<file path="src/rtl/i2c_reg_arbiter.sv">
// i2c_reg_arbiter
// Shares one single-port byte register bank between the I2C slave and a
// local host port. The I2C side keeps an auto-incrementing register pointer
// and always has priority. The host is granted only in cycles where no I2C
// pointer load or I2C event needs the bank.

module i2c_reg_arbiter #(
    parameter int ADDR_W = 4
) (
    input  logic              SYSTEM_CLK,
    input  logic              RESETn,
    input  logic [4:0]        i2c_state,
    input  logic [7:0]        i2c_offset,
    input  logic              i2c_wr_en,
    input  logic              i2c_rd_en,
    input  logic [7:0]        i2c_wdata,
    output logic [7:0]        i2c_rdata,
    output logic              i2c_wr_pulse,
    output logic [ADDR_W-1:0] i2c_wr_addr,
    input  logic              host_req,
    input  logic              host_we,
    input  logic [ADDR_W-1:0] host_addr,
    input  logic [7:0]        host_wdata,
    output logic              host_gnt,
    output logic [7:0]        host_rdata,
    output logic              host_rvalid,
    output logic              err_ovf,
    input  logic              err_clr
);

    localparam int DEPTH = 1 << ADDR_W;
    localparam logic [4:0] OFFSET_ACK = 5'd6;
    localparam logic [ADDR_W-1:0] PTR_ONE = 1;

    logic [7:0]        bank [DEPTH];
    logic [ADDR_W-1:0] ptr;
    logic              wr_d1, wr_d2, rd_d1, rd_d2, st_d1;
    logic              wr_pend, rd_pend;

    logic wr_evt, rd_evt, wr_want, rd_want;
    logic ptr_load, offset_ovf;
    logic svc_load, svc_wr, svc_rd, svc_host;

    assign wr_evt     = wr_d1 & ~wr_d2;
    assign rd_evt     = rd_d1 & ~rd_d2;
    assign wr_want    = wr_evt | wr_pend;
    assign rd_want    = rd_evt | rd_pend;
    assign ptr_load   = st_d1 & (i2c_state != OFFSET_ACK);
    assign offset_ovf = (i2c_offset >> ADDR_W) != 8'd0;

    // Pick the single bank user for this cycle: pointer load, I2C write,
    // I2C read, host, in that order. Reset also withdraws any host grant.
    always_comb begin
        svc_load = 1'b0;
        svc_wr   = 1'b0;
        svc_rd   = 1'b0;
        svc_host = 1'b0;
        if (ptr_load) begin
            svc_load = 1'b1;
        end else if (wr_want) begin
            svc_wr = 1'b1;
        end else if (rd_want) begin
            svc_rd = 1'b1;
        end else if (host_req && RESETn) begin
            svc_host = 1'b1;
        end
    end

    assign host_gnt = svc_host;

    // Delay the slave's level enables and the offset-ack state so rising
    // edges can be detected and rx_data has settled by service time.
    always_ff @(posedge SYSTEM_CLK or negedge RESETn) begin
        if (!RESETn) begin
            wr_d1 <= 1'b0;
            wr_d2 <= 1'b0;
            rd_d1 <= 1'b0;
            rd_d2 <= 1'b0;
            st_d1 <= 1'b0;
        end else begin
            wr_d1 <= i2c_wr_en;
            wr_d2 <= wr_d1;
            rd_d1 <= i2c_rd_en;
            rd_d2 <= rd_d1;
            st_d1 <= (i2c_state == OFFSET_ACK);
        end
    end

    // Pointer, pending I2C events and the sticky overflow flag. An event that
    // is not serviced in its own cycle stays pending until it wins.
    always_ff @(posedge SYSTEM_CLK or negedge RESETn) begin
        if (!RESETn) begin
            ptr     <= '0;
            wr_pend <= 1'b0;
            rd_pend <= 1'b0;
            err_ovf <= 1'b0;
        end else begin
            wr_pend <= (wr_pend | wr_evt) & ~svc_wr;
            rd_pend <= (rd_pend | rd_evt) & ~svc_rd;
            if (svc_load) begin
                ptr <= i2c_offset[ADDR_W-1:0];
            end else if (svc_wr || svc_rd) begin
                ptr <= ptr + PTR_ONE;
            end
            if (svc_load && offset_ovf) begin
                err_ovf <= 1'b1;
            end else if (err_clr) begin
                err_ovf <= 1'b0;
            end
        end
    end

    // Bank access and the registered read/strobe outputs of both ports.
    always_ff @(posedge SYSTEM_CLK or negedge RESETn) begin
        if (!RESETn) begin
            for (int i = 0; i < DEPTH; i++) begin
                bank[i] <= 8'h00;
            end
            i2c_rdata    <= 8'h00;
            i2c_wr_addr  <= '0;
            i2c_wr_pulse <= 1'b0;
            host_rdata   <= 8'h00;
            host_rvalid  <= 1'b0;
        end else begin
            i2c_wr_pulse <= svc_wr;
            host_rvalid  <= svc_host & ~host_we;
            if (svc_wr) begin
                bank[ptr]   <= i2c_wdata;
                i2c_wr_addr <= ptr;
            end else if (svc_host && host_we) begin
                bank[host_addr] <= host_wdata;
            end
            if (svc_rd) begin
                i2c_rdata <= bank[ptr];
            end
            if (svc_host && !host_we) begin
                host_rdata <= bank[host_addr];
            end
        end
    end

endmodule

</file>
<file path="config.mk">
export PLATFORM = sky130hd
export DESIGN_NAME = i2c_reg_arbiter
export DESIGN_NICKNAME = d
export VERILOG_FILES = /design/src/rtl/i2c_reg_arbiter.sv
export SDC_FILE = /design/constraint.sdc
export NUM_CORES = 1
export LEC_CHECK = 0
export CORE_MARGIN = 2
export CORE_UTILIZATION = 60
export CTS_CLUSTER_DIAMETER = 150
export DETAILED_ROUTE_END_ITERATION = 8
export GPL_TIMING_DRIVEN = 1
export PLACE_DENSITY = 0.92
export SLEW_MARGIN = 20
export SYNTH_ARGS = -nofsm -noshare
export SYNTH_HDL_FRONTEND = slang
export SYNTH_SLANG_ARGS = --single-unit
</file>
<file path="constraint.sdc">
create_clock -name SYSTEM_CLK -period 2.76 [get_ports SYSTEM_CLK]
set_input_delay 0.552 -clock SYSTEM_CLK [delete_from_list [all_inputs] [get_ports SYSTEM_CLK]]
set_output_delay 0.552 -clock SYSTEM_CLK [all_outputs]
set_load 0.02 [all_outputs]
</file>
## Word-level counts from Yosys, hierarchy flattened

Index checks and enable logic that the tools add are counted.

| storage, ports and cells | value |
|---|---|
| register bits after elaboration | 162 |
| input bits | 40 |
| output and inout bits | 24 |
| word-level logic and storage cells | 92 |

| operators by class | value |
|---|---|
| $add $sub $neg | 1 |
| magnitude comparators | 4 |
| equal/unequal tests | 2 |
| mux-type cells | 28 |
| bitwise gates (word level) | 15 |
| reductions and logical operators | 12 |

Operators by type and width:

| kind | count |
|---|---|
| $bwmux 128 | 2 |
| $mux 128 | 2 |
| $bmux 8 s4 | 2 |
| $demux 8 s4 | 2 |
| $mux 8 | 6 |
| $mux 1 | 12 |
| $ge 5x5->1 const B | 2 |
| $lt 5x1->1 const B | 2 |
| $not 4->5 | 2 |
| $mux 4 | 2 |
| $reduce_bool 8->1 | 1 |
| $and 1x1->1 | 6 |
| $logic_and 1x1->1 | 6 |
| $reduce_bool 2->1 | 3 |
| $eq 5x3->1 const B | 1 |
| $ne 5x3->1 const B | 1 |
| $not 1->1 | 5 |
| $add 4x1->4 const B | 1 |
| $or 1x1->1 | 2 |
| $logic_not 1->1 | 1 |
| $logic_or 1x1->1 | 1 |

## Longest topological paths before layout

| logic depth | value |
|---|---|
| depth in word-level cells | 9 |
| depth in mapped cells | 9 |

## Least setup slack after synthesis

OpenSTA, ideal clock, no wires.

| path | value |
|---|---|
| path type | input-to-reg |
| start point | in i2c_state[4] |
| end point | reg host_rdata[0] |
| arrival | 2.132 ns |
| slack | 0.503 ns |
| stages on the path | 6 |
| buffers on the path | 1 |
| path through | or3b_4 > o21ai_2 > and4_1 > nor2b_1 > buf_2 > mux2_2 |

| on the way | value |
|---|---|
| cells in the longest elaborated chain, start to end | 4 |

Ends and longest elaborated chain:

| what | RTL line | text |
|---|---|---|
| start: declaration | 12 | `input logic [4:0] i2c_state,` |
| $ne 5x3->1 | 48 | `assign ptr_load = st_d1 & (i2c_state != OFFSET_ACK);` |
| $and 1x1->1 | 48 |  |
| $mux 1 | 58 | `if (ptr_load) begin` |
| via host_gnt | 24 | `output logic host_gnt,` |
| $logic_and 1x1->1 | 136 | `if (svc_host && !host_we) begin` |
| end signal: assignment | 137 | `host_rdata <= bank[host_addr];` |
| end: declaration | 25 | `output logic [7:0] host_rdata,` |

The timed path passes the listed nets, and every way through them passes these cells.
A chain may end at the register's enable or synchronous reset.

## Worst setup path in the final report

| path | value |
|---|---|
| start point | in i2c_state[2] |
| end point | out host_gnt |

| on the way | value |
|---|---|
| cells in the longest elaborated chain, start to end | 3 |

Ends and longest elaborated chain:

| what | RTL line |
|---|---|
| $ne 5x3->1 | 48 |
| $and 1x1->1 | 48 |
| $mux 1 | 58 |
| end: declaration | 24 |

No other way between the ends.

==> reports/qor.csv <==
stage,metric,value,unit
outcome,outcome,"complete, no violations",
global_routing,via count of the first global-routing pass,8760,
drt,via count,8637,
die,Die H,134.5,µm
finish,Antenna Cells,0,
sta,Fin Setup TNS,0,ps
sta,final setup skew,11.98,ps
critical_path,Required @ worst endpoint,2210,ps
yosys,main area contributors after synthesis,"dfrtp_1 (40%), mux4_2 (14%), mux2_4 (12%), o22ai_1 (7.9%), mux2_2 (7.2%)",
yosys,number of synthesized flops with an enable pin,0,
critical_path,crit path max fanout,2,
global_routing,largest net degree at the start of global routing,156,
yosys,post-synthesis cell type count,45,
clock_network,Num CTS Buffers,17,
drt,ANT nets after route,0,
critical_path,reg-to-reg setup timing slack,340,ps
power,internal power,0.005245,W
run,Max Cap Viol,0,
place,Final GP Congestion,0.9330,
finish,layout cells sized above 1,0.3910,
clock_network,clk root buf,clkbuf_16,
power,P_sw,0.002656,W
critical_path,crit start category,primary input,
clock_network,CTS Buffer Depth,2,
yosys,Post-Syn Instances,800,
die,FP Rows,47,
sta,Worst-Margin Slew,870.3,ps
drt,vias per std cell,7.781,
finish,Area growth syn-to-layout,19.59,%
drt,drt wl/cell,29.76,µm
clock_network,Skew-Pair Late Insertion Delay,450,ps
yosys,Post-Syn Nets,844,
clock_network,# H-tree levels,4,
yosys,Post-Syn Area,10220,µm²
critical_path,endpoint class of the critical path,output pin,
global_routing,first-pass GRT wire length,50920,µm
power,Clk pwr share,0.338,
power,combinational share of power,0.303,
sta,Slew HR,0.4198,
power,LEAKAGE,5.126,nW
place,Post-DP Area,11560,µm²
sta,Final period util,0.9614,
die,die area,18090,µm²
finish,sequential cell area,4055,µm²
finish,Post-Layout Inst Area,12220,µm²
clock_network,post-CTS setup buffer count,0,
sta,RSZ-0062 raised after global routing,no,
sta,Peak Freq,376.9,MHz
sta,min Tclk post-route,2653,ps
drt,Starting DRT DRC Count,1428,
die,# IOs,64,
place,Port Buffers,63,
finish,Multi-input gate area,5744,µm²
finish,most frequent cells in the layout,"dfrtp_1 (161), o22ai_1 (129), mux2_4 (80)",
drt,Residual DRC,0,
die,total core area,16640,µm²
clock_network,Clock Sinks,162,
clock_network,"CTS clk-pin slew, worst paths",70,ps
clock_network,CTS tree,built,
yosys,top-area cell type share of the netlist area,0.3967,
sta,final setup vio count,0,
drt,1st-pass router iterations,7,
power,Sequential Power Share,0.359,
yosys,Seq cells post-synth,162,
yosys,Main synth FF type,dfrtp_1,
sta,final hold violations,0,
critical_path,Worst EP arrival,2100,ps
finish,"most common cell after layout, fill and taps aside",dfrtp_1,
finish,Nets,921,
die,Die X,134.5,µm
power,pwr dens,646.4,nW/µm²
finish,"Core Util, Final",0.7344,
sta,fin. max-slew vios,0,
power,Final Total Pwr,0.007901,W
yosys,cell taking the most area after synthesis,dfrtp_1,
global_routing,overflow left after global routing,0,
global_routing,antenna violations before repair,0,
drt,final WL,33030,µm
yosys,Post-synth ARST share,1.000,
global_routing,gr usage total,0.3752,
yosys,Syn Area/Cell,12.77,µm²
place,HPWL Detailed,21220,µm
power,Switching Share,0.3361,
die,Initial Util,0.6141,
hold_path,HP Class,reg2reg,
yosys,total number of yosys warnings,0,
critical_path,critical path class,in2out,
power,Max IR drop VDD,0.4644,mV
finish,fillers,925,
yosys,sequential area share after synthesis,0.3967,
worst max-delay path, stage by stage:
cell             delay, ps
clkdlybuf4s50_1        480
or3b_4                 390
o21ai_2                130
and4_1                 210
dlygate4sd2_1          340
layout make-up:
class | count | area share
clock buffer | 20 | 0.03737
clock inverter | 12 | 0.01577
sequential | 162 | 0.3318
tap | 220 | 0.02252
multi-input combinational | 564 | 0.4700
inverter | 3 | 0.0009214
timing repair buffer | 129 | 0.1216
timing repair:
| action | 4_1_cts | 5_1_grt |
|---|---|---|
| endpoints found under the setup margin | 1 | 0 |
| hold buffers | 1 | 0 |
| gates resized for setup | 1 | 0 |
| hold endpoints to repair | 7 | 0 |
per-stage QoR:
stage | cells | hold WS [ps] | setup slack [ps]
after floorplan | 800 | 256.4 | 503.1
after global placement | 1077 | 354.8 | -108.2
after detailed placement | 1077 | 360.4 | -153.5
after CTS | 1110 | 376.1 | 123.3
after global routing | 1110 | 389.4 | 65.55
final | 1110 | 379.8 | 106.6
synth_stat cells (2+ instances only):
master,count
xnor2_1,2
buf_2,24
o211ai_2,11
clkbuf_1,30
a21oi_1,5
mux2_2,65
nor2b_1,8
nand2b_1,2
mux2_4,80
o21ai_4,4
nand2_1,65
a22oi_1,32
nand4_1,16
nand3_1,17
mux4_2,64
dfrtp_1,162
a21oi_4,10
and2_1,4
nor2_1,12
o211ai_1,5
nor2_2,2
ha_1,4
inv_1,3
buf_6,12
o21ai_2,5
buf_1,2
mux2_1,3
a21o_1,5
buf_4,2
o22ai_1,129
path summary, 6_finish.rpt:
path                                    from       end  cells past startpoint
worst max-delay path            i2c_state[2]  host_gnt                      5
worst min-delay path                   rd_d1     rd_d2                      0
worst max register to register         wr_d2  bank[97]                      7
worst min register to register         rd_d1     rd_d2                      0
max in group asynchronous             RESETn  bank[54]                      3
min in group asynchronous             RESETn     wr_d2                      2
kinds of logic after synthesis:
group,count (synthesis),share of synthesized area
fa+ha+maj,4,0.004897
xor+xnor,3,0.002571
mux,213,0.3345
buf+inv,74,0.04126
compound gates,209,0.1561
simple gates,135,0.06403
flops,162,0.3967
routing by layer:
layer,routed length [µm],global-route usage,up-vias
met3,4133,0.1134,275
met5,0,0,-
li1,-,-,3317
met2,15470,0.6069,829
met1,11050,0.4559,4216
met4,2376,0.1994,0
power by group through the flow:
stage | combinational, W | sequential (W) | clock, W
floorplan | 0.00144 | 0.00286 | 0
global placement | 0.00218 | 0.00283 | 0
detailed placement | 0.00226 | 0.00285 | 0
CTS | 0.00232 | 0.00282 | 0.00264
global route | 0.00247 | 0.00285 | 0.00275
finish | 0.00239 | 0.00283 | 0.00267
flip-flops by register name, summed over array words and instances (netlist names):
| name | flops |
|---|---|
| st_d1 | 1 |
| host_rdata | 8 |
| rd_pend | 1 |
| i2c_wr_pulse | 1 |
| wr_d1 | 1 |
| rd_d1 | 1 |
| wr_pend | 1 |
| err_ovf | 1 |
| i2c_wr_addr | 4 |
| wr_d2 | 1 |
| rd_d2 | 1 |
| i2c_rdata | 8 |
| bank | 128 |
| host_rvalid | 1 |
| ptr | 4 |
Note: power is estimated with default switching activity, not from simulation.
